File: config.mk
export PLATFORM = sky130hd
export DESIGN_NAME = fft_stage_sequencer
export DESIGN_NICKNAME = d
export VERILOG_FILES = /design/src/rtl/fft_stage_sequencer.sv
export SDC_FILE = /design/constraint.sdc
export NUM_CORES = 1
export LEC_CHECK = 0
export CORE_MARGIN = 2
export CORE_UTILIZATION = 25
export DETAILED_ROUTE_END_ITERATION = 6
export PLACE_DENSITY = 0.54
export SYNTH_ARGS = -nofsm -noshare
export SYNTH_HDL_FRONTEND = slang
export SYNTH_SLANG_ARGS = --single-unit
File: constraint.sdc
create_clock -name clk -period 1.9 [get_ports clk]
set_clock_uncertainty 0.2 [all_clocks]
set_input_delay 0.38 -clock clk [delete_from_list [all_inputs] [get_ports clk]]
set_output_delay 0.38 -clock clk [all_outputs]
set_load 0.02 [all_outputs]
File: src/rtl/fft_stage_sequencer.sv
// fft_stage_sequencer: sequences the log2(N) radix-2 stages of an in-place FFT.
// Ports:
//   clk, reset       - rising-edge clock, synchronous active-high reset
//   start, abort     - begin a full pass / cancel the pass in progress
//   addrGenDone      - address generator has issued every butterfly of the stage
//   run              - run level to the address generator (high only in RUN)
//   stageCount       - current stage index
//   bankSel          - ping-pong bank read in the current stage
//   busy, done, err  - not idle / one-cycle pass-complete pulse / sticky stage timeout
module fft_stage_sequencer #(
    parameter int FFT_N          = 10,
    parameter int STAGE_COUNT_BW = 4,
    parameter int PIPE_LATENCY   = 4,
    parameter int TIMEOUT_MARGIN = 8
) (
    input  logic                      clk,
    input  logic                      reset,
    input  logic                      start,
    input  logic                      abort,
    input  logic                      addrGenDone,
    output logic                      run,
    output logic [STAGE_COUNT_BW-1:0] stageCount,
    output logic                      bankSel,
    output logic                      busy,
    output logic                      done,
    output logic                      err
);
    localparam int CW    = FFT_N + 1;
    localparam int LIMIT = 2 ** (FFT_N - 1) + 1 + TIMEOUT_MARGIN;

    typedef enum logic [1:0] {IDLE, RUN, DRAIN, FINISH} state_t;

    state_t                    state_q, state_d;
    logic [CW-1:0]             cyc_q, cyc_d;
    logic [3:0]                drn_q, drn_d;
    logic [STAGE_COUNT_BW-1:0] stage_q, stage_d;
    logic                      bank_q, bank_d;
    logic                      err_q, err_d;

    always_ff @(posedge clk) begin
        if (reset) begin
            state_q <= IDLE;
            cyc_q   <= '0;
            drn_q   <= '0;
            stage_q <= '0;
            bank_q  <= 1'b0;
            err_q   <= 1'b0;
        end else begin
            state_q <= state_d;
            cyc_q   <= cyc_d;
            drn_q   <= drn_d;
            stage_q <= stage_d;
            bank_q  <= bank_d;
            err_q   <= err_d;
        end
    end

    always_comb begin
        state_d = state_q;
        cyc_d   = cyc_q;
        drn_d   = drn_q;
        stage_d = stage_q;
        bank_d  = bank_q;
        err_d   = err_q;
        // abort outranks every other exit; stage/bank/err keep their values
        if (abort && state_q != IDLE) begin
            state_d = IDLE;
        end else begin
            case (state_q)
                IDLE: begin
                    if (start) begin
                        state_d = RUN;
                        cyc_d   = '0;
                        stage_d = '0;
                        bank_d  = 1'b0;
                        err_d   = 1'b0;
                    end
                end
                RUN: begin
                    cyc_d = cyc_q + 1'b1;
                    if (addrGenDone) begin
                        state_d = DRAIN;
                        drn_d   = '0;
                    end else if (cyc_d == CW'(LIMIT)) begin
                        state_d = IDLE;
                        err_d   = 1'b1;
                    end
                end
                DRAIN: begin
                    drn_d = drn_q + 1'b1;
                    if (drn_q == 4'(PIPE_LATENCY - 1)) begin
                        if (stage_q == STAGE_COUNT_BW'(FFT_N - 1)) begin
                            state_d = FINISH;
                        end else begin
                            state_d = RUN;
                            cyc_d   = '0;
                            stage_d = stage_q + 1'b1;
                            bank_d  = ~bank_q;
                        end
                    end
                end
                FINISH:  state_d = IDLE;
                default: state_d = IDLE;
            endcase
        end
    end

    assign run        = state_q == RUN;
    assign busy       = state_q != IDLE;
    assign done       = state_q == FINISH;
    assign stageCount = stage_q;
    assign bankSel    = bank_q;
    assign err        = err_q;
endmodule

---- Yosys cells after proc, flatten, opt, wreduce, memory -nomap -nowiden ----
Cells that the tools add are included.
storage, ports and cells
  flip-flop bits (word level) ............. 23
  input bits .............................. 5
  output and inout bits ................... 9
  logic and storage cells ................. 60
operators by class
  add/subtract/negate cells ............... 3
  equal/unequal tests ..................... 13
  muxes and demuxes ....................... 23
  bitwise operators ....................... 2
  reduce and logical (&&, ||, !) cells .... 13
operators with widths
  operator                                                                 count
  11-bit two-way mux                                                       3
  11-bit case mux with 3 select lines                                      1
  4-bit two-way mux                                                        4
  4-bit case mux with 2 select lines                                       2
  5-bit AND reduction                                                      3
  11-bit by 1-bit adder with 11-bit output, second input constant          1
  11-bit by 10-bit == test with 1-bit output, second input constant        1
  2-bit two-way mux                                                        5
  2-bit inequality test, second input constant                             5
  4-bit by 1-bit adder with 4-bit output, second input constant            2
  2-bit case mux with 4 select lines                                       1
  2-bit nonzero test                                                       4
  3-bit AND reduction                                                      2
  1-bit two-way mux                                                        5
  2-bit == test, second input constant                                     2
  4-bit by 2-bit == test with 1-bit output, second input constant          1
  4-bit == test, second input constant                                     1
  1-bit case mux with 2 select lines                                       2
  3-bit by 2-bit inequality test with 1-bit output, second input constant  1
  3-bit nonzero test                                                       1
  2-bit by 1-bit == test with 1-bit output, second input constant          1
  2-bit logical NOT                                                        1
  2-bit by 1-bit inequality test with 1-bit output, second input constant  1
  1-bit inverter                                                           2
  2 further kinds                                                          2

---- Logic depth before layout (Yosys ltp) ----
Gate-level depths: netlist of the first run.
  depth in word-level cells ............... 5
  gate-level depth with buffers ........... 8
  gate-level depth less buffers ........... 7

---- Worst setup path before layout of the first run ----
No wires, ideal clock.
  path type ............................... register -> register
  start ................................... register cyc_q[0]
  end ..................................... register state_q[0]
  library setup time ...................... 0.128 ns
  arrival ................................. 1.590 ns
  data required time ...................... 1.572 ns
  setup slack ............................. -0.018 ns
  stages on the path, launching flop included .. 8
  path buffers ............................ 1
  period minus slack after synthesis ...... 1.918 ns
  path through ............................ dfxtp_1 ha_1 clkbuf_1 inv_1 o31ai_1 a21boi_0 nor4_1 o21ai_0
between the ends
  word-level cells in the longest chain between the ends .. 4
ends and longest elaborated chain
  what                                                        RTL line  text
  from (decl)                                                 34        logic [CW-1:0] cyc_q, cyc_d;
  from (signal assigned)                                      50        cyc_q <= cyc_d;
  11-bit by 1-bit adder with 11-bit output                    80        cyc_d = cyc_q + 1'b1;
  11-bit by 10-bit == test with 1-bit output                  84        end else if (cyc_d == CW'(LIMIT)) begin
  3-bit by 2-bit inequality test with 1-bit output (no line)  --
  3-bit AND reduction (no line)                               --
  to (signal assigned)                                        49        state_q <= state_d;
  to (decl)                                                   33        state_t state_q, state_d;
No other way between the ends.
A chain may end at the register's enable or synchronous reset.

---- Worst setup path in the final report of the first run ----
  start ................................... register cyc_q[2]
  end ..................................... register err_q, in the netlist err
between the ends
  word-level cells in the longest chain between the ends .. 4
ends and longest elaborated chain
  what                                                        RTL line  text
  11-bit by 1-bit adder with 11-bit output                    80
  11-bit by 10-bit == test with 1-bit output                  84
  2-bit by 1-bit inequality test with 1-bit output (no line)  --
  5-bit AND reduction (no line)                               --
  to (signal assigned)                                        54        err_q <= err_d;
  to (decl)                                                   38        logic err_q, err_d;
No other way between the ends.

==> results of run 1 <==
[routing by layer]
metal | track usage (%) | up-vias | share of wire [%]
met2 | 19.5 | 21 | 45
met5 | 0 | - | 0
met4 | 5.59 | 0 | 2.0
met3 | 1.69 | 7 | 2.2
li1 | - | 790 | -
met1 | 17.3 | 675 | 51
[power by group through the flow]
stage	registers, uW	clock network [uW]	logic, uW
after floorplan	500	0	72.0
after CTS	489	330	138
after global routing	491	347	164
after detailed placement	500	0	136
after global placement	500	0	136
final	490	320	149
[registers in the layout, indices dropped and copies added (netlist names)]
signal      cells
cyc_q          11
drn_q           4
stageCount      4
state_q         2
bankSel         1
err             1
[area by class of cell]
class / instances / area (um2)
inverter: 8 / 30.0
timing repair buffer: 69 / 574
clock buffer: 3 / 41.3
tap: 72 / 90.1
sequential: 23 / 470
fill: 582 / 3390
multi-input combinational: 139 / 940
clock inverter: 1 / 5.00
[cells in the mapped netlist (2+ instances only)]
cell,instances
a211oi_1,4
a21oi_1,17
a22o_1,2
a22oi_1,3
a31oi_1,5
a32oi_1,2
and2_1,3
and3_1,4
buf_2,5
buf_6,2
clkbuf_1,5
dfxtp_1,23
ha_1,5
inv_1,8
mux2i_1,2
nand2_1,14
nand2b_1,2
nand3_1,6
nand3b_1,2
nand4b_1,4
nand4bb_1,2
nor2_1,22
nor3_1,2
nor4_1,2
o21ai_0,12
or3_1,5
xor2_1,2
[worst paths after layout]
path	start	to	slack, ns
setup / recovery	cyc_q[2]	err	0.02
hold / removal	err	err	0.29
setup reg to reg	cyc_q[2]	err	0.02
hold reg to reg	err	err	0.29
[kinds of logic after synthesis]
kind of cell             share of synthesized area [%]
XOR/XNOR                                          1.21
flip-flops                                        31.8
AND/OR/NAND/NOR                                   30.3
buffers and inverters                             7.78
adder cells (fa/ha/maj)                           4.33
AO/OA/AOI/OAI                                     23.2
multiplexers                                      1.38
[through the flow]
step                      total power (uW)  hold WS (ns)
after floorplan                        572         0.277
after global placement                 637         0.268
after detailed placement               636         0.275
after CTS                              958         0.299
after global routing                  1000         0.302
final                                  959         0.286
[timing repair]
| item | CTS | global route |
|---|---|---|
| resized for setup | 11 | 27 |
| setup buffers | 0 | 9 |
| setup endpoints to repair | 19 | 10 |
| pin swaps | 1 | 9 |
==> flow_metrics.env, run 1 <==
export IMPL_start_util_pct=26.1
export IMPL_grt_pass1_vias=1381
export IMPL_yosysWarnings=0
export IMPL_crit_required_ns=1.92
export IMPL_root_buffer="clkbuf_8"
export IMPL_grt_max_degree=24
export IMPL_clk_pin_slew_ns=0.09
export IMPL_grt_pass1_wl_um=6470
export IMPL_crit_path_top_delay_cell="dfxtp_2"
export IMPL_yosysTopAreaCellShare_pct=31.8
export IMPL_ant_nets=0
export IMPL_final_common_cell="buf_4"
export IMPL_via_per_inst=4.74
export IMPL_crit_arrival_ns=1.90
export IMPL_rsz0062_at_grt="yes"
export IMPL_min_delay_path_depth=1
export IMPL_core_region_area_mm2=0.00554
export IMPL_p_leak_uw=0.000911
export IMPL_drt_iter0_drc=122
export IMPL_intPower_uw=704
export IMPL_cts_inserted_buffers=3
export IMPL_async_flop_share_pct=0
export IMPL_outcome="finished clean"
export IMPL_grt_util_all_layers_pct=12.6
export IMPL_setup_tns_ns=0
export IMPL_antenna_cells=0
export IMPL_fin_area_mm2=0.00215
export IMPL_ff2ff_path_depth=7
export IMPL_synth_area_mm2=0.00145
export IMPL_relSlewSlack_pct=75.7
export IMPL_cts_max_path_buffers=2
export IMPL_wire_per_inst_um=12.0
export IMPL_ys_types=47
export IMPL_drc=0
export IMPL_worstPathCellList="buf_6, and3_4, a2111oi_4, a31oi_1, nor4_2, buf_4, a22o_1"
export IMPL_ys_seq_elements=23
export IMPL_chipWidth_um=80.1
export IMPL_antenna_found_initial=0
export IMPL_netSwitchingPower_uw=255
export IMPL_mostFrequentLayoutCells="buf_4 (52), nor2_1 (22), a21oi_1 (16)"
export IMPL_avgSynthCellArea_um2=7.82
export IMPL_start_kind="flop"
export IMPL_path_class="reg2reg"
export IMPL_period_share_pct=98.8
export IMPL_htreeDepth=1
export IMPL_ir_drop_uv=242
export IMPL_dp_hpwl_um=2790
export IMPL_gp_congestion=0.801
export IMPL_critical_path_top_delay_family="compound AO/OA/AOI/OAI gates"
export IMPL_critPathMaxStageDelay_ns=0.34
export IMPL_syn2layout_area_growth_pct=48.7
export IMPL_cp_buffers_inverters=2
export IMPL_ys_flop_type="dfxtp_1"
export IMPL_crit_path_end_kind="flop"
export IMPL_combPwrFrac_pct=15.6
export IMPL_setup_ws_ns=0.0233
export IMPL_drive_gt1_share_pct=33.7
export IMPL_seqPwrFrac_pct=51.1
export IMPL_clock_latency_ns=0.27
export IMPL_nets=254
export IMPL_placementRows=27
export IMPL_tightestPinTransition_ns=0.363
export IMPL_cts_sinks=23
export IMPL_grt_overflow=0
export IMPL_dp_cells=302
export IMPL_crit_fanout=5
export IMPL_p_clk_share_pct=33.3
export IMPL_yosysTopAreaCell="dfxtp_1"
export IMPL_port_buffers=13
export IMPL_final_min_clock_period_ns=1.88
export IMPL_totalWireLength_um=3790
export IMPL_yosysSeqAreaShare_pct=31.8
export IMPL_synthesis_nets=195
export IMPL_finalSetupViolCount=0
export IMPL_vias=1493
export IMPL_p_per_area_mw_per_mm2=446
export IMPL_cts_hold_buf=0
export IMPL_fmax_mhz=533
export IMPL_io_pin_count=14
export IMPL_cap_viol_max_count=0
export IMPL_finalHoldViolations=0
export IMPL_drtPass1Iterations=4
export IMPL_placed_area_mm2=0.00195
export IMPL_post_route_util_pct=38.8
export IMPL_syn_inst=185
export IMPL_hp_class="reg2reg"
export IMPL_ys_top_cells_by_area="dfxtp_1 (32%), a21oi_1 (5.9%), nor2_1 (5.7%)"
export IMPL_fin_cells=315
export IMPL_critical_path_depth=7
export IMPL_pre_cts_ws_ns=-0.572
export IMPL_die_area_mm2=0.00641
export IMPL_cts_tree="done"
export IMPL_die_y_um=80.1
export IMPL_synth_edf_count=0
export IMPL_drv_slew=0
export IMPL_sw_frac_of_total_pct=26.6
(Power assumes the default switching activity.)
==> inputs of run 2 (changes only) <==
==> constraint.sdc (replaced) <==
create_clock -name clk -period 1.9 [get_ports clk]
set_clock_uncertainty 0.2 [all_clocks]
set_input_delay 0.285 -clock clk [delete_from_list [all_inputs] [get_ports clk]]
set_output_delay 0.285 -clock clk [all_outputs]
set_load 0.02 [all_outputs]
==> flow_metrics.env, run 2 (synthesized netlist as in run 1, its figures left out) <==
export IMPL_outcome="finished with violations"
export IMPL_failed_checks="setup timing"
export IMPL_finalSetupViolCount=1
export IMPL_combPwrFrac_pct=14.4
export IMPL_htreeDepth=1
export IMPL_nets=244
export IMPL_cts_tree="done"
export IMPL_hold_slack_ns=0.285
export IMPL_critical_path_top_delay_family="simple AND/OR/NAND/NOR gates"
export IMPL_syn2layout_area_growth_pct=41.2
export IMPL_crit_fanout=6
export IMPL_start_kind="flop"
export IMPL_crit_required_ns=1.91
export IMPL_finalHoldViolations=0
export IMPL_p_leak_uw=0.000796
export IMPL_grt_pass1_wl_um=6300
export IMPL_drtPass1Iterations=4
export IMPL_largest_register_ffs=11
export IMPL_fmax_mhz=526
export IMPL_core_region_area_mm2=0.00554
export IMPL_setup_tns_ns=-0.00288
export IMPL_cp_buffers_inverters=2
export IMPL_placementRows=27
export IMPL_totalWireLength_um=3730
export IMPL_cts_sinks=23
export IMPL_worstPathCellList="buf_6, and3_4, a2111oi_4, a31oi_1, nor4_2, buf_4, a22o_1"
export IMPL_cts_inserted_buffers=3
export IMPL_period_share_pct=100
export IMPL_critPathMaxStageDelay_ns=0.34
export IMPL_crit_path_top_delay_cell="nor4_2"
export IMPL_clock_latency_ns=0.26
export IMPL_root_buffer="clkbuf_8"
export IMPL_clk_pin_slew_ns=0.09
export IMPL_grt_overflow=0
export IMPL_io_pin_count=14
export IMPL_drc=0
export IMPL_final_common_cell="buf_4"
export IMPL_wire_per_inst_um=12.2
export IMPL_seqPwrFrac_pct=52.3
export IMPL_crit_path_end_kind="flop"
export IMPL_crit_arrival_ns=1.92
export IMPL_cts_max_path_buffers=2
export IMPL_die_area_mm2=0.00641
export IMPL_rsz0062_at_grt="yes"
export IMPL_grt_max_degree=19
export IMPL_dp_hpwl_um=2740
export IMPL_port_buffers=13
export IMPL_sw_frac_of_total_pct=25.7
export IMPL_seq_area_um2=470
export IMPL_netSwitchingPower_uw=241
export IMPL_mostFrequentLayoutCells="buf_4 (43), nor2_1 (22), a21oi_1 (17)"
export IMPL_drive_gt1_share_pct=28.8
export IMPL_cap_viol_max_count=0
export IMPL_fillers=579
export IMPL_fin_cells=305
export IMPL_die_y_um=80.1
export IMPL_drt_iter0_drc=113
export IMPL_grt_pass1_vias=1346
export IMPL_gp_congestion=0.793
export IMPL_antenna_found_initial=0
export IMPL_tightestPinTransition_ns=0.276
export IMPL_start_util_pct=26.1
export IMPL_dp_cells=296
export IMPL_ant_nets=0
export IMPL_hp_class="reg2reg"
export IMPL_chipWidth_um=80.1
export IMPL_grt_util_all_layers_pct=12.2
export IMPL_setup_ws_ns=-0.00288
export IMPL_drv_slew=0
export IMPL_cts_hold_buf=0
export IMPL_relSlewSlack_pct=81.4
export IMPL_top_register="cyc_q"
export IMPL_antenna_cells=0
export IMPL_p_per_area_mw_per_mm2=460
export IMPL_ir_drop_uv=217
export IMPL_vias=1514
export IMPL_path_class="reg2reg"
export IMPL_multiInputGateArea_um2=915
export IMPL_via_per_inst=4.96
export IMPL_intPower_uw=698
export IMPL_p_clk_share_pct=33.3
export IMPL_final_min_clock_period_ns=1.90
==> run 2: path summary, 6_finish.rpt <==
check	start	end	slack, ns	cells after the start
min reg2reg	err	err	0.29	1
max reg2reg	cyc_q[2]	err	-0.003	7
min	err	err	0.29	1
max	cyc_q[2]	err	-0.003	7
==> run 2: area by class of cell <==
type,count,share of cell area (%)
Sequential cell,23,23.0
Inverter,8,1.47
Timing Repair Buffer,59,24.1
Clock buffer,4,2.21
Multi-Input combinational cell,139,44.8
Tap cell,72,4.41
==> run 2: through the flow <==
stage / worst slack (ns) / area (um2) / util (%) / total power (uW)
2_1_floorplan: 0.0749 / 1450 / - / 572
3_3_place_gp: -0.137 / 1900 / 34.4 / 638
3_5_place_dp: -0.146 / 1900 / 34.4 / 638
4_1_cts: 0.00399 / 1960 / 35.3 / 952
5_1_grt: -0.0864 / 2040 / 36.9 / 986
6_report: -0.00288 / 2040 / 36.9 / 940
==> run 2: timing repair <==
action / 4_1_cts / 5_1_grt
pin swaps: 1 / 7
endpoints found under the setup margin: 5 / 13
cloned: 0 / 0
resized for setup: 8 / 20
buffers inserted: 0 / 5
==> run 2: power by group through the flow <==
| stage | clock [uW] | combinational, uW | sequential, uW |
|---|---|---|---|
| final | 313 | 135 | 491 |
| after global routing | 345 | 149 | 492 |
| after CTS | 327 | 134 | 491 |
| after detailed placement | 0 | 136 | 502 |
| after global placement | 0 | 136 | 502 |
| after floorplan | 0 | 72.0 | 500 |
==> run 2: metal layers <==
metal,routed length (um),track usage [%],vias up
met2,1720,19.4,18
met5,0,0,-
met1,1890,16.7,727
li1,-,-,765
met4,52,4.58,0
met3,67,1.46,4
